File: src/rtl/clock_pkg.sv
// Shared types and helpers for the multi-channel clock divider.
package clock_pkg;

  localparam int unsigned MIN_DIV = 2;
  localparam int unsigned CALC_W  = 32;

  typedef enum logic [1:0] {
    IDLE  = 2'd0,
    RUN   = 2'd1,
    DRAIN = 2'd2
  } clkdiv_state_t;

  // Periods shorter than two cycles cannot produce both a high and a low phase.
  function automatic logic [CALC_W-1:0] clamp_div(input logic [CALC_W-1:0] div);
    return (div < CALC_W'(MIN_DIV)) ? CALC_W'(MIN_DIV) : div;
  endfunction

endpackage

File: src/rtl/clkdiv_channel.sv
// One divided-clock channel: period counter, run/drain FSM and shadow divide/high set.
// Optional start phase input when CLKDIV_PHASE_EN is defined.
module clkdiv_channel
  import clock_pkg::*;
#(
  parameter int unsigned DIV_W    = 8,
  parameter int unsigned DEF_DIV  = 10,
  parameter int unsigned DEF_HIGH = 5
) (
  input  logic             clk,
  input  logic             rst_n,
  input  logic             en_i,
  input  logic [DIV_W-1:0] div_i,
  input  logic [DIV_W-1:0] high_i,
`ifdef CLKDIV_PHASE_EN
  input  logic [DIV_W-1:0] phase_i,
`endif
  output logic             clk_o,
  output logic             tick_o,
  output logic             busy_o
);

  clkdiv_state_t    state_q, state_d;
  logic [DIV_W-1:0] cnt_q, cnt_d;
  logic [DIV_W-1:0] sdiv_q, sdiv_d;
  logic [DIV_W-1:0] shigh_q, shigh_d;
  logic             clk_q, clk_d;
  logic             tick_q, tick_d;
  logic             busy_q, busy_d;

  logic [DIV_W-1:0] div_cl;
  logic [DIV_W-1:0] start_cnt;
  logic             wrap;

  assign div_cl = DIV_W'(clamp_div(CALC_W'(div_i)));
  assign wrap   = (cnt_q == (sdiv_q - DIV_W'(1)));

`ifdef CLKDIV_PHASE_EN
  assign start_cnt = (phase_i >= div_cl) ? '0 : phase_i;
`else
  assign start_cnt = '0;
`endif

  // Outputs lag the counter by one edge; shadows only change at a period boundary.
  always_comb begin
    state_d = state_q;
    cnt_d   = cnt_q;
    sdiv_d  = sdiv_q;
    shigh_d = shigh_q;
    clk_d   = 1'b0;
    tick_d  = 1'b0;
    busy_d  = 1'b0;

    if (state_q != IDLE) begin
      clk_d  = (cnt_q < shigh_q);
      tick_d = (cnt_q == '0);
      busy_d = 1'b1;
      cnt_d  = wrap ? '0 : cnt_q + DIV_W'(1);
      if (wrap) begin
        sdiv_d  = div_cl;
        shigh_d = high_i;
      end
    end

    case (state_q)
      IDLE: begin
        if (en_i) begin
          state_d = RUN;
          cnt_d   = start_cnt;
          sdiv_d  = div_cl;
          shigh_d = high_i;
        end
      end
      RUN: begin
        if (!en_i) state_d = wrap ? IDLE : DRAIN;
      end
      DRAIN: begin
        if (en_i)      state_d = RUN;
        else if (wrap) state_d = IDLE;
      end
      default: state_d = IDLE;
    endcase
  end

  always_ff @(posedge clk or negedge rst_n) begin
    if (!rst_n) begin
      state_q <= IDLE;
      cnt_q   <= '0;
      sdiv_q  <= DIV_W'(DEF_DIV);
      shigh_q <= DIV_W'(DEF_HIGH);
      clk_q   <= 1'b0;
      tick_q  <= 1'b0;
      busy_q  <= 1'b0;
    end else begin
      state_q <= state_d;
      cnt_q   <= cnt_d;
      sdiv_q  <= sdiv_d;
      shigh_q <= shigh_d;
      clk_q   <= clk_d;
      tick_q  <= tick_d;
      busy_q  <= busy_d;
    end
  end

  assign clk_o  = clk_q;
  assign tick_o = tick_q;
  assign busy_o = busy_q;

endmodule

File: src/rtl/clock_divider_mc.sv
// Multi-channel clock divider: CHANNELS independent clkdiv_channel instances on flattened buses.
// Define CLKDIV_PHASE_EN to add the per-channel phase_i start offset.
module clock_divider_mc
  import clock_pkg::*;
#(
  parameter int unsigned CHANNELS = 4,
  parameter int unsigned DIV_W    = 8,
  parameter int unsigned DEF_DIV  = 10,
  parameter int unsigned DEF_HIGH = 5
) (
  input  logic                      clk,
  input  logic                      rst_n,
  input  logic [CHANNELS-1:0]       en_i,
  input  logic [CHANNELS*DIV_W-1:0] div_i,
  input  logic [CHANNELS*DIV_W-1:0] high_i,
`ifdef CLKDIV_PHASE_EN
  input  logic [CHANNELS*DIV_W-1:0] phase_i,
`endif
  output logic [CHANNELS-1:0]       clk_o,
  output logic [CHANNELS-1:0]       tick_o,
  output logic [CHANNELS-1:0]       busy_o
);

  for (genvar i = 0; i < CHANNELS; i++) begin : g_ch
    clkdiv_channel #(
      .DIV_W   (DIV_W),
      .DEF_DIV (DEF_DIV),
      .DEF_HIGH(DEF_HIGH)
    ) u_ch (
      .clk    (clk),
      .rst_n  (rst_n),
      .en_i   (en_i[i]),
      .div_i  (div_i[i*DIV_W +: DIV_W]),
      .high_i (high_i[i*DIV_W +: DIV_W]),
`ifdef CLKDIV_PHASE_EN
      .phase_i(phase_i[i*DIV_W +: DIV_W]),
`endif
      .clk_o  (clk_o[i]),
      .tick_o (tick_o[i]),
      .busy_o (busy_o[i])
    );
  end

endmodule
File: config.mk
export PLATFORM = sky130hd
export DESIGN_NAME = clock_divider_mc
export DESIGN_NICKNAME = d
export VERILOG_FILES = /design/src/rtl/clock_pkg.sv /design/src/rtl/clkdiv_channel.sv /design/src/rtl/clock_divider_mc.sv
export SDC_FILE = /design/constraint.sdc
export NUM_CORES = 1
export LEC_CHECK = 0
export ABC_AREA = 1
export BUFFER_PORTS_ARGS = -buffer_cell sky130_fd_sc_hd__buf_2
export CORE_MARGIN = 2
export CORE_UTILIZATION = 40
export DETAILED_ROUTE_END_ITERATION = 7
export HOLD_SLACK_MARGIN = 0.08
export SETUP_SLACK_MARGIN = 0.05
export SYNTH_ARGS = -nofsm -noshare
export SYNTH_HDL_FRONTEND = slang
export SYNTH_SLANG_ARGS = --single-unit
File: constraint.sdc
create_clock -name clk -period 2.6 [get_ports clk]
set_input_delay 0.39 -clock clk [delete_from_list [all_inputs] [get_ports clk]]
set_output_delay 0.39 -clock clk [all_outputs]
set_load 0.1 [all_outputs]
# Word-level counts from Yosys, hierarchy flattened
# Index checks and enable logic that the tools add are counted.
dict set report op_classes {
  n_lt_le_gt_ge 8
  n_reduce_logical 16
  n_eq_ne 24
  n_mux 88
  n_addsub 8
}
# cell n
set ops {}
lappend ops {{$mux 8} 52}
lappend ops {{$mux 2} 20}
lappend ops {{$add 8x1->8 const B} 4}
lappend ops {{$eq 8x8->1} 4}
lappend ops {{$logic_not 8->1} 4}
lappend ops {{$lt 8x2->1 const B} 4}
lappend ops {{$lt 8x8->1} 4}
lappend ops {{$sub 8x1->8 const B} 4}
lappend ops {{$pmux 2 s3} 4}
lappend ops {{$ne 2x2->1 const B} 8}
lappend ops {{$mux 1} 12}
lappend ops {{$ne 3x2->1 const B} 4}
lappend ops {{$reduce_and 3->1} 4}
lappend ops {{$eq 2x1->1 const B} 4}
lappend ops {{$eq 2x2->1 const B} 4}
lappend ops {{$logic_not 2->1} 4}
lappend ops {{$reduce_bool 2->1} 4}
dict set report totals {
  ff_bits 116
  elab_cells 172
}

# Logic depth before layout (Yosys ltp)
# Gate-level depths: netlist of the first run.
dict set report logic_depth {
  depth_word 6
  depth_mapped 16
  mapped_depth_nobuf 14
}

# Modules after synthesis
# From an unflattened synthesis of the first run, not the netlist that was laid out.
dict set report unflattened {
  hier_cells 1076
  hier_area_um2 7772.5
}
# module area_each_um2 cells_each n_inst
set by_module_without_submodules {}
lappend by_module_without_submodules {clkdiv_channel 1943.1 269 4}

# Worst setup path after synthesis of the first run
# Ideal clock, no wire load.
dict set report synth_path {
  path_type {flip-flop to flip-flop}
  from {reg g_ch[1].u_ch.sdiv_q[1]}
  to {reg g_ch[1].u_ch.shigh_q[4]}
  required_ns 2.483
  stages_incl_launch_ff 15
  slack_ns 0.709
  setup_ns 0.117
  synth_period_minus_slack_ns 1.891
  path_buffers 1
  arrival_time_ns 1.774
  path_cell_list {dfstp_2 -> inv_1 -> ha_1 -> inv_1 -> nand2_1 -> nand2_1 -> nor2_1 -> nand2_1 -> nor2_1 -> nand2_1 -> nor2_2 -> nand3_2 -> buf_6 -> nand3_2 -> nand2_1}
}
dict set report synth_via {
  elab_chain_len 6
}
# item line_no
set synth_rtl {}
lappend synth_rtl {{start, declared} clkdiv_channel.sv:25} ;# logic [DIV_W-1:0] sdiv_q, sdiv_d;
lappend synth_rtl {{start signal, assigned} clkdiv_channel.sv:89} ;# sdiv_q <= DIV_W'(DEF_DIV);
lappend synth_rtl {{start signal, assigned} clkdiv_channel.sv:97} ;# sdiv_q <= sdiv_d;
lappend synth_rtl {{$sub 8x1->8 (*)} clkdiv_channel.sv:36} ;# assign wrap = (cnt_q == (sdiv_q - DIV_W'(1)));
lappend synth_rtl {{$eq 8x8->1 (*)} clkdiv_channel.sv:36}
lappend synth_rtl {{$mux 8 (*)} clkdiv_channel.sv:59} ;# if (wrap) begin
lappend synth_rtl {{$mux 8 (*)} clkdiv_channel.sv:54} ;# if (state_q != IDLE) begin
lappend synth_rtl {{$mux 8} clkdiv_channel.sv:67} ;# if (en_i) begin
lappend synth_rtl {{$mux 8 (*)} clkdiv_channel.sv:65} ;# case (state_q)
lappend synth_rtl {{net g_ch[1].u_ch.shigh_d[4]} clkdiv_channel.sv:26} ;# logic [DIV_W-1:0] shigh_q, shigh_d;
lappend synth_rtl {{end signal, assigned} clkdiv_channel.sv:90} ;# shigh_q <= DIV_W'(DEF_HIGH);
lappend synth_rtl {{end signal, assigned} clkdiv_channel.sv:98} ;# shigh_q <= shigh_d;
lappend synth_rtl {{end, declared} clkdiv_channel.sv:26}
# Mark *: on every way through the listed nets, which the timed path passes. The rest lies on a longest branch.
# A chain may end at the register's enable or synchronous reset.

# Worst setup path in the final report of the first run
dict set report layout_path {
  from {reg g_ch[0].u_ch.sdiv_q[1]}
  to {reg g_ch[0].u_ch.cnt_q[2]}
}
dict set report layout_via {
  elab_chain_len 6
}
# item line_no
set layout_rtl {}
lappend layout_rtl {{start, declared} clkdiv_channel.sv:25}
lappend layout_rtl {{start signal, assigned} clkdiv_channel.sv:89}
lappend layout_rtl {{start signal, assigned} clkdiv_channel.sv:97}
lappend layout_rtl {{$sub 8x1->8 (*)} clkdiv_channel.sv:36}
lappend layout_rtl {{$eq 8x8->1 (*)} clkdiv_channel.sv:36}
lappend layout_rtl {{$mux 8 (*)} clkdiv_channel.sv:58} ;# cnt_d = wrap ? '0 : cnt_q + DIV_W'(1);
lappend layout_rtl {{$mux 8 (*)} clkdiv_channel.sv:54}
lappend layout_rtl {{$mux 8} clkdiv_channel.sv:67}
lappend layout_rtl {{$mux 8 (*)} clkdiv_channel.sv:65}
lappend layout_rtl {{net g_ch[0].u_ch.cnt_d[2]} clkdiv_channel.sv:24} ;# logic [DIV_W-1:0] cnt_q, cnt_d;
lappend layout_rtl {{end signal, assigned} clkdiv_channel.sv:96} ;# cnt_q <= cnt_d;
lappend layout_rtl {{end, declared} clkdiv_channel.sv:24}
# Marks and branches as above.

==> results of run 1 <==
[worst max-delay path, cell delays in order, from the launching register on]
cell	delay, ps
dfstp_2	540
inv_1	40
ha_1	240
inv_1	70
nand2_1	60
nand2_1	70
nand2_1	40
nand2_1	60
nand3_1	70
nor2_1	160
nand3_1	150
nand2_2	230
buf_4	240
a21oi_1	90
[layout make-up]
type                    count  share of cell area (%)
multi-input cells         688                    44.7
flip-flops and latches    116                    33.9
repair buffers             94                    6.04
clock buffers              27                    5.95
inverters                 125                    5.44
well taps                 234                    3.40
clock inverters             5                   0.581
[metal layers]
metal | share of wire (%) | track usage (%) | up-vias
li1 | - | - | 3257
met1 | 49 | 24.8 | 2931
met2 | 46 | 28.9 | 89
met3 | 2.8 | 3.53 | 25
met4 | 1.9 | 6.84 | 0
met5 | 0 | 0 | -
[path summary, 6_finish.rpt]
| kind | end | slack (ps) | cells after the start |
|---|---|---|---|
| worst max-delay path | g_ch[0].u_ch.cnt_q[2] | 370 | 13 |
| worst min-delay path | g_ch[1].u_ch.state_q[1] | 140 | 2 |
| worst max register to register | g_ch[0].u_ch.cnt_q[2] | 370 | 13 |
| worst min register to register | g_ch[1].u_ch.shigh_q[2] | 470 | 2 |
| max in group asynchronous | g_ch[1].u_ch.sdiv_q[1] | 1340 | 3 |
| min in group asynchronous | g_ch[2].u_ch.busy_o | 460 | 2 |
[logic make-up (layout without fill, tap and decap cells)]
| kind of cell | count (synthesis) | in the layout | share of synthesized area [%] |
|---|---|---|---|
| xor+xnor | 32 | 32 | 3.72 |
| flops | 116 | 116 | 38.8 |
| fa+ha+maj | 40 | 40 | 6.65 |
| simple gates | 558 | 558 | 36.7 |
| compound gates | 58 | 58 | 3.96 |
| buf+inv | 162 | 251 | 10.1 |
[power breakdown]
group | internal, mW | switching [mW]
sequential | 2.28 | 0.439
clock | 1.43 | 0.806
combinational | 0.880 | 1.58
total | 4.59 | 2.82
[what timing repair did]
item	CTS	global route
endpoints found under the hold margin	31	0
hold buffers	1	0
setup buffers	0	0
setup endpoints to repair	0	1
gates resized for setup	0	1
[flip-flops by register name (all words and copies together), names as in the netlist]
name and count:
g_ch.u_ch.busy_o 4, g_ch.u_ch.clk_o 4, g_ch.u_ch.cnt_q 32, g_ch.u_ch.sdiv_q 32, g_ch.u_ch.shigh_q 32, g_ch.u_ch.state_q 8
g_ch.u_ch.tick_o 4
[per-stage QoR]
step | util, % | power, mW | setup WS (ps) | area (um^2)
5_1_grt | 46.4 | 7.99 | 151 | 8620
2_1_floorplan | - | 4.68 | 709 | 7530
4_1_cts | 46.4 | 7.49 | 323 | 8610
3_3_place_gp | 43.3 | 5.16 | 354 | 8040
3_5_place_dp | 43.3 | 5.21 | 333 | 8040
6_report | 46.4 | 7.41 | 368 | 8620
[placed cells by master (no fill, tap or decap), types with 16 or more instances in the layout]
| cell type | Yosys | final |
|---|---|---|
| dfrtp_1 | 100 | 100 |
| inv_1 | 118 | 118 |
| xor2_1 | 21 | 21 |
| a21oi_1 | 38 | 38 |
| nand2_1 | 238 | 238 |
| nand3_2 | 43 | 42 |
| nor2_1 | 71 | 71 |
| ha_1 | 40 | 40 |
| clkbuf_16 | 0 | 17 |
| nand3_1 | 130 | 130 |
| o21ai_0 | 16 | 16 |
| dfstp_2 | 16 | 16 |
| buf_2 | 9 | 80 |
==> metrics.md, run 1 <==
| Metric | Value |
|---|---|
| Syn_nets | `1076` |
| Synth unique cells | `34` |
| Count leader, synth | `nand2_1` |
| Routed vias | `6302` |
| Syn Inst Count | `966` |
| Final worst-path cycle share | `85.8%` |
| DRC Markers | `0` |
| Final worst path period need | `2230 ps` |
| Crit path launch | `g_ch[0].u_ch.sdiv_q[1]` |
| Final Max Tran Viols | `0` |
| Clk root buf | `clkbuf_16` |
| Top post-synthesis cells by count | `238 x nand2_1, 130 x nand3_1, 118 x inv_1, 100 x dfrtp_1, 71 x nor2_1` |
| Layout cells sized above 1 | `21.2%` |
| Final std cells w/o fill | `1289` |
| Final Setup Violations | `0` |
| Mean post-synth cell area | `7.79 um^2` |
| CP startpoint kind | `flop` |
| RePlAce Congestion | `0.819` |
| Status | `finished, final reports clean` |
| I/O pin count | `82` |
| Die X | `141 um` |
| Clk sinks | `116` |
| Area occupied by multi-input gates | `3850 um^2` |
| Final hold vios | `0` |
| Setup_tns | `0 ps` |
| Post-synthesis cell area | `7530 um^2` |
| Async SR Flop Fraction | `100%` |
| Initial antenna violation count | `0` |
| Core footprint | `18600 um^2` |
| FF+latch area | `2920 um^2` |
| Total grt overflow | `0` |
| Register area share after synthesis | `38.8%` |
| Number of synthesized register bits | `116` |
| 1st-iter DRT viols | `420` |
| Yosys top cell area share | `33.3%` |
| Max Cap Viol | `0` |
| Crit path required time | `2860 ps` |
| H-tree depth | `4` |
| Critical Path AT | `2490 ps` |
| Vias in the first global route | `6059` |
| Slew HR | `49.0%` |
| Final #Nets | `1152` |
| Worst min path class | `in -> reg` |
| Clock tree buffer depth | `2` |
| Full die area | `19900 um^2` |
| Synth-to-Final Area Change | `14.5%` |
| Worst-Margin Slew | `763 ps` |
| TritonRoute pass-1 iters | `4` |
| F_max | `448 MHz` |
| Crit path max fanout | `14` |
| Area contributors post-synth | `dfrtp_1 33%, nand2_1 12%, nand3_1 8.6%` |
| Worst hold slack | `143 ps` |
| CTS tree | `done` |
| IO Port Bufs | `81` |
| First-pass GRT wire length | `29200 um` |
| EDFF count, synth | `0` |
| Power per cell area | `860 nW/um^2` |
| Cell taking the most area after synthesis | `dfrtp_1` |
| Routed Antenna Nets | `0` |
| Number of CTS-inserted buffers | `17` |
| Prevailing post-synth register cell | `dfrtp_1` |
| Die Y | `141 um` |
| Clock Skew | `5.07 ps` |
| Mean number of vias per cell | `4.89` |
| Clock latency on the worst-skew pair | `420 ps` |
| ANT cells | `0` |
| RSZ-0062 raised after global routing | `no` |
| Worst-path clk slew | `50 ps` |
| Critical path class | `reg -> reg` |
| Worst hold start | `en_i[1]` |
| Largest net degree at the start of global routing | `55` |
| Initial Util | `40.5%` |
| Leakage | `4.52 nW` |
| Filler cells | `1865` |
| HPWL after detailed placement | `12500 um` |
| Post-Place Cells | `1256` |
| CP Capture Type | `flop` |
| Peak VDD IR | `0.481 mV` |
| Drt wl/cell | `13.1 um` |
| Std cell rows | `50` |
| Critical R2R Launch | `g_ch[0].u_ch.sdiv_q[1]` |
| WL final | `16900 um` |
| Synth Warn # | `0` |
| All-layer global routing usage | `18.2%` |
Note: power is estimated with default switching activity, not from simulation.
==> run 2: changes to the inputs <==
clock period = 2.25 ns   (was 2.6 ns; I/O delays follow)
==> metrics.md, run 2 (same netlist as run 1, synthesis figures left out) <==
| Metric | Value |
|---|---|
| Status | `finished, final reports clean` |
| Slew HR | `55.9% (+6.9 points)` |
| R2r endpoint | `g_ch[2].u_ch.sdiv_q[7]` |
| Initial antenna violation count | `0 (unchanged)` |
| First-pass GRT wire length | `29500 um (+0.99%)` |
| Clk root buf | `clkbuf_16` |
| HPWL after detailed placement | `12400 um (-0.80%)` |
| RSZ-0062 raised after global routing | `no` |
| Core footprint | `18600 um^2 (unchanged)` |
| Mean number of vias per cell | `4.85 (-0.71%)` |
| Std cell rows | `50 (unchanged)` |
| Full die area | `19900 um^2 (unchanged)` |
| Critical path buffer and inverter count | `2 (-1)` |
| F_max | `485 MHz (+8.3%)` |
| Critical R2R Launch | `g_ch[2].u_ch.sdiv_q[1]` |
| Vias in the first global route | `6050 (-0.15%)` |
| Peak VDD IR | `0.507 mV (+5.5%)` |
| Crit path required time | `2610 ps (-250 ps)` |
| Crit path launch | `g_ch[2].u_ch.sdiv_q[1]` |
| Most common cell after layout, fill and taps aside | `nand2_1` |
| Final worst-path cycle share | `91.6% (+5.7 points)` |
| Crit-path cells | `inv_1 -> ha_4 -> inv_1 -> nand2_1 -> nand2_1 -> nor2_1 -> nand2_1 -> nor2_2 -> nand2_2 -> nor2_4 -> nand2_4 -> nand2_8 -> nand3_1 -> nand2_1` |
| Critical path depth in cells | `14 (+1)` |
| Clock latency on the worst-skew pair | `420 ps (about the same)` |
| FF+latch area | `2920 um^2 (unchanged)` |
| # Post-CTS Setup Buffers | `0 (unchanged)` |
| H-tree depth | `4 (unchanged)` |
| Clk sinks | `116 (unchanged)` |
| I/O pin count | `82 (unchanged)` |
| Synth-to-Final Area Change | `17.4%` |
| Leakage | `4.61 nW (+1.8%)` |
| Area occupied by multi-input gates | `3900 um^2 (+1.2%)` |
| Worst-Margin Slew | `662 ps (-101 ps)` |
| Largest registers | `g_ch.u_ch.cnt_q x32, g_ch.u_ch.sdiv_q x32, g_ch.u_ch.shigh_q x32` |
| Filler cells | `1817 (-2.6%)` |
| Number of CTS-inserted buffers | `17 (unchanged)` |
| Layout cells sized above 1 | `22.5% (+1.2 points)` |
| All-layer global routing usage | `18.3% (+0.11 points)` |
| Routed Antenna Nets | `0 (unchanged)` |
| Clock Skew | `6.68 ps (+1.60 ps)` |
| Worst Setup EP | `g_ch[2].u_ch.sdiv_q[7]` |
| Worst min path class | `in -> reg` |
| Critical Path AT | `2420 ps (-70 ps)` |
| Final hold vios | `0 (unchanged)` |
| Die X | `141 um (unchanged)` |
| Drt wl/cell | `13.4 um (+2.7%)` |
| Total grt overflow | `0 (unchanged)` |
| Final Max Tran Viols | `0 (unchanged)` |
| Post-layout util | `47.6% (+1.2 points)` |
| Initial Util | `40.5% (unchanged)` |
| Clock tree buffer depth | `2 (unchanged)` |
| CP startpoint kind | `flop` |
| Worst-path clk slew | `50 ps (about the same)` |
| DRC Markers | `0 (unchanged)` |
| CP Capture Type | `flop` |
| Critical-path top delay cell | `dfstp_2` |
| IO Port Bufs | `81 (unchanged)` |
| Setup slack, reg-to-reg | `190 ps (-180 ps)` |
| Die Y | `141 um (unchanged)` |
| Final std cells w/o fill | `1303 (+1.1%)` |
| Area after DPL | `8150 um^2 (+1.4%)` |
| Max Cap Viol | `0 (unchanged)` |
| Crit-path leading delay family | `simple AND/OR/NAND/NOR gates` |
| Critical path class | `reg -> reg` |
| Final worst path period need | `2060 ps (-171 ps)` |
| TritonRoute pass-1 iters | `6 (+2)` |
| 1st-iter DRT viols | `313 (-25%)` |
| Setup_tns | `0 ps (unchanged)` |
| Final #Nets | `1166 (+1.2%)` |
| RePlAce Congestion | `0.823 (+0.43%)` |
| CTS tree | `done` |
| WL final | `17500 um (+3.8%)` |
| Crit path max fanout | `23 (+9)` |
| CP peak stage delay | `540 ps (about the same)` |
| Worst reg-to-reg path cell count | `14 (+1)` |
| Power per cell area | `1000 nW/um^2 (+16%)` |
| Final Setup Violations | `0 (unchanged)` |
| Most frequent cells in the layout | `238 x nand2_1, 130 x nand3_1, 118 x inv_1` |
| Design Area, Final | `8840 um^2 (+2.5%)` |
| Post-Place Cells | `1266 (+0.80%)` |
| Routed vias | `6325 (+0.36%)` |
| ANT cells | `0 (unchanged)` |
| Largest net degree at the start of global routing | `117 (+110%)` |
| Most used cell, CP | `nand2_1` |
## run 2: cell types whose count changed in the layout (fill, tap and decap cells not counted), moves of 3 or more
| cell | before | now |
|---|---|---|
| buf_12 | 1 | 4 |
| buf_4 | 12 | 19 |
| clkbuf_8 | 5 | 2 |
| dlygate4sd3_1 | 1 | 4 |
| ha_1 | 40 | 37 |
## run 2: how the worst min path moves through the flow
stage,from,endpoint,slack [ps],cells after the start
floorplan,rst_n,g_ch[0].u_ch.busy_o,40,0
global placement,g_ch[1].u_ch.shigh_q[2],g_ch[1].u_ch.shigh_q[2],460,2
detailed placement,g_ch[1].u_ch.shigh_q[0],g_ch[1].u_ch.shigh_q[0],470,2
CTS,en_i[3],g_ch[3].u_ch.state_q[1],80,2
global route,en_i[3],g_ch[3].u_ch.state_q[1],110,2
finish,en_i[3],g_ch[3].u_ch.state_q[1],100,2
## run 2: what timing repair did
action	CTS	global route
endpoints found under the setup margin	0	48
endpoints found under the hold margin	103	0
hold buffers	4	0
gates resized for setup	0	7
## run 2: routing by layer
metal  track usage (%)  wire length [um]  vias to the layer above
met2              29.9              8120                       92
met4              6.32               279                        0
met5                 0                 0                        -
li1                  -                 -                     3286
met1              24.6              8550                     2925
met3              3.40               549                       22
## run 2: cell type report
class                           count  share of cell area [%]
Sequential cell                   116                    33.1
Tap cell                          234                    3.31
Multi-Input combinational cell    689                    44.1
Timing Repair Buffer              107                    7.50
Inverter                          125                    5.31
Clock inverter                     10                    1.47
Clock buffer                       22                    5.25
## run 2: through the flow
| stage | hold slack (ps) | setup slack [ps] | power, mW |
|---|---|---|---|
| final | 101 | 190 | 8.85 |
| after global placement | 463 | 186 | 6.03 |
| after floorplan | 41.9 | 359 | 5.41 |
| after global routing | 107 | 55.9 | 9.52 |
| after CTS | 81.5 | 94.3 | 8.90 |
| after detailed placement | 467 | 102 | 6.07 |
## run 2: power by group
group / switching, mW / leakage, nW / internal, mW / total, mW
sequential: 0.514 / 1.40 / 2.63 / 3.15
clock: 0.979 / 0.290 / 1.79 / 2.77
combinational: 1.86 / 2.92 / 1.07 / 2.94
total: 3.36 / 4.61 / 5.49 / 8.85
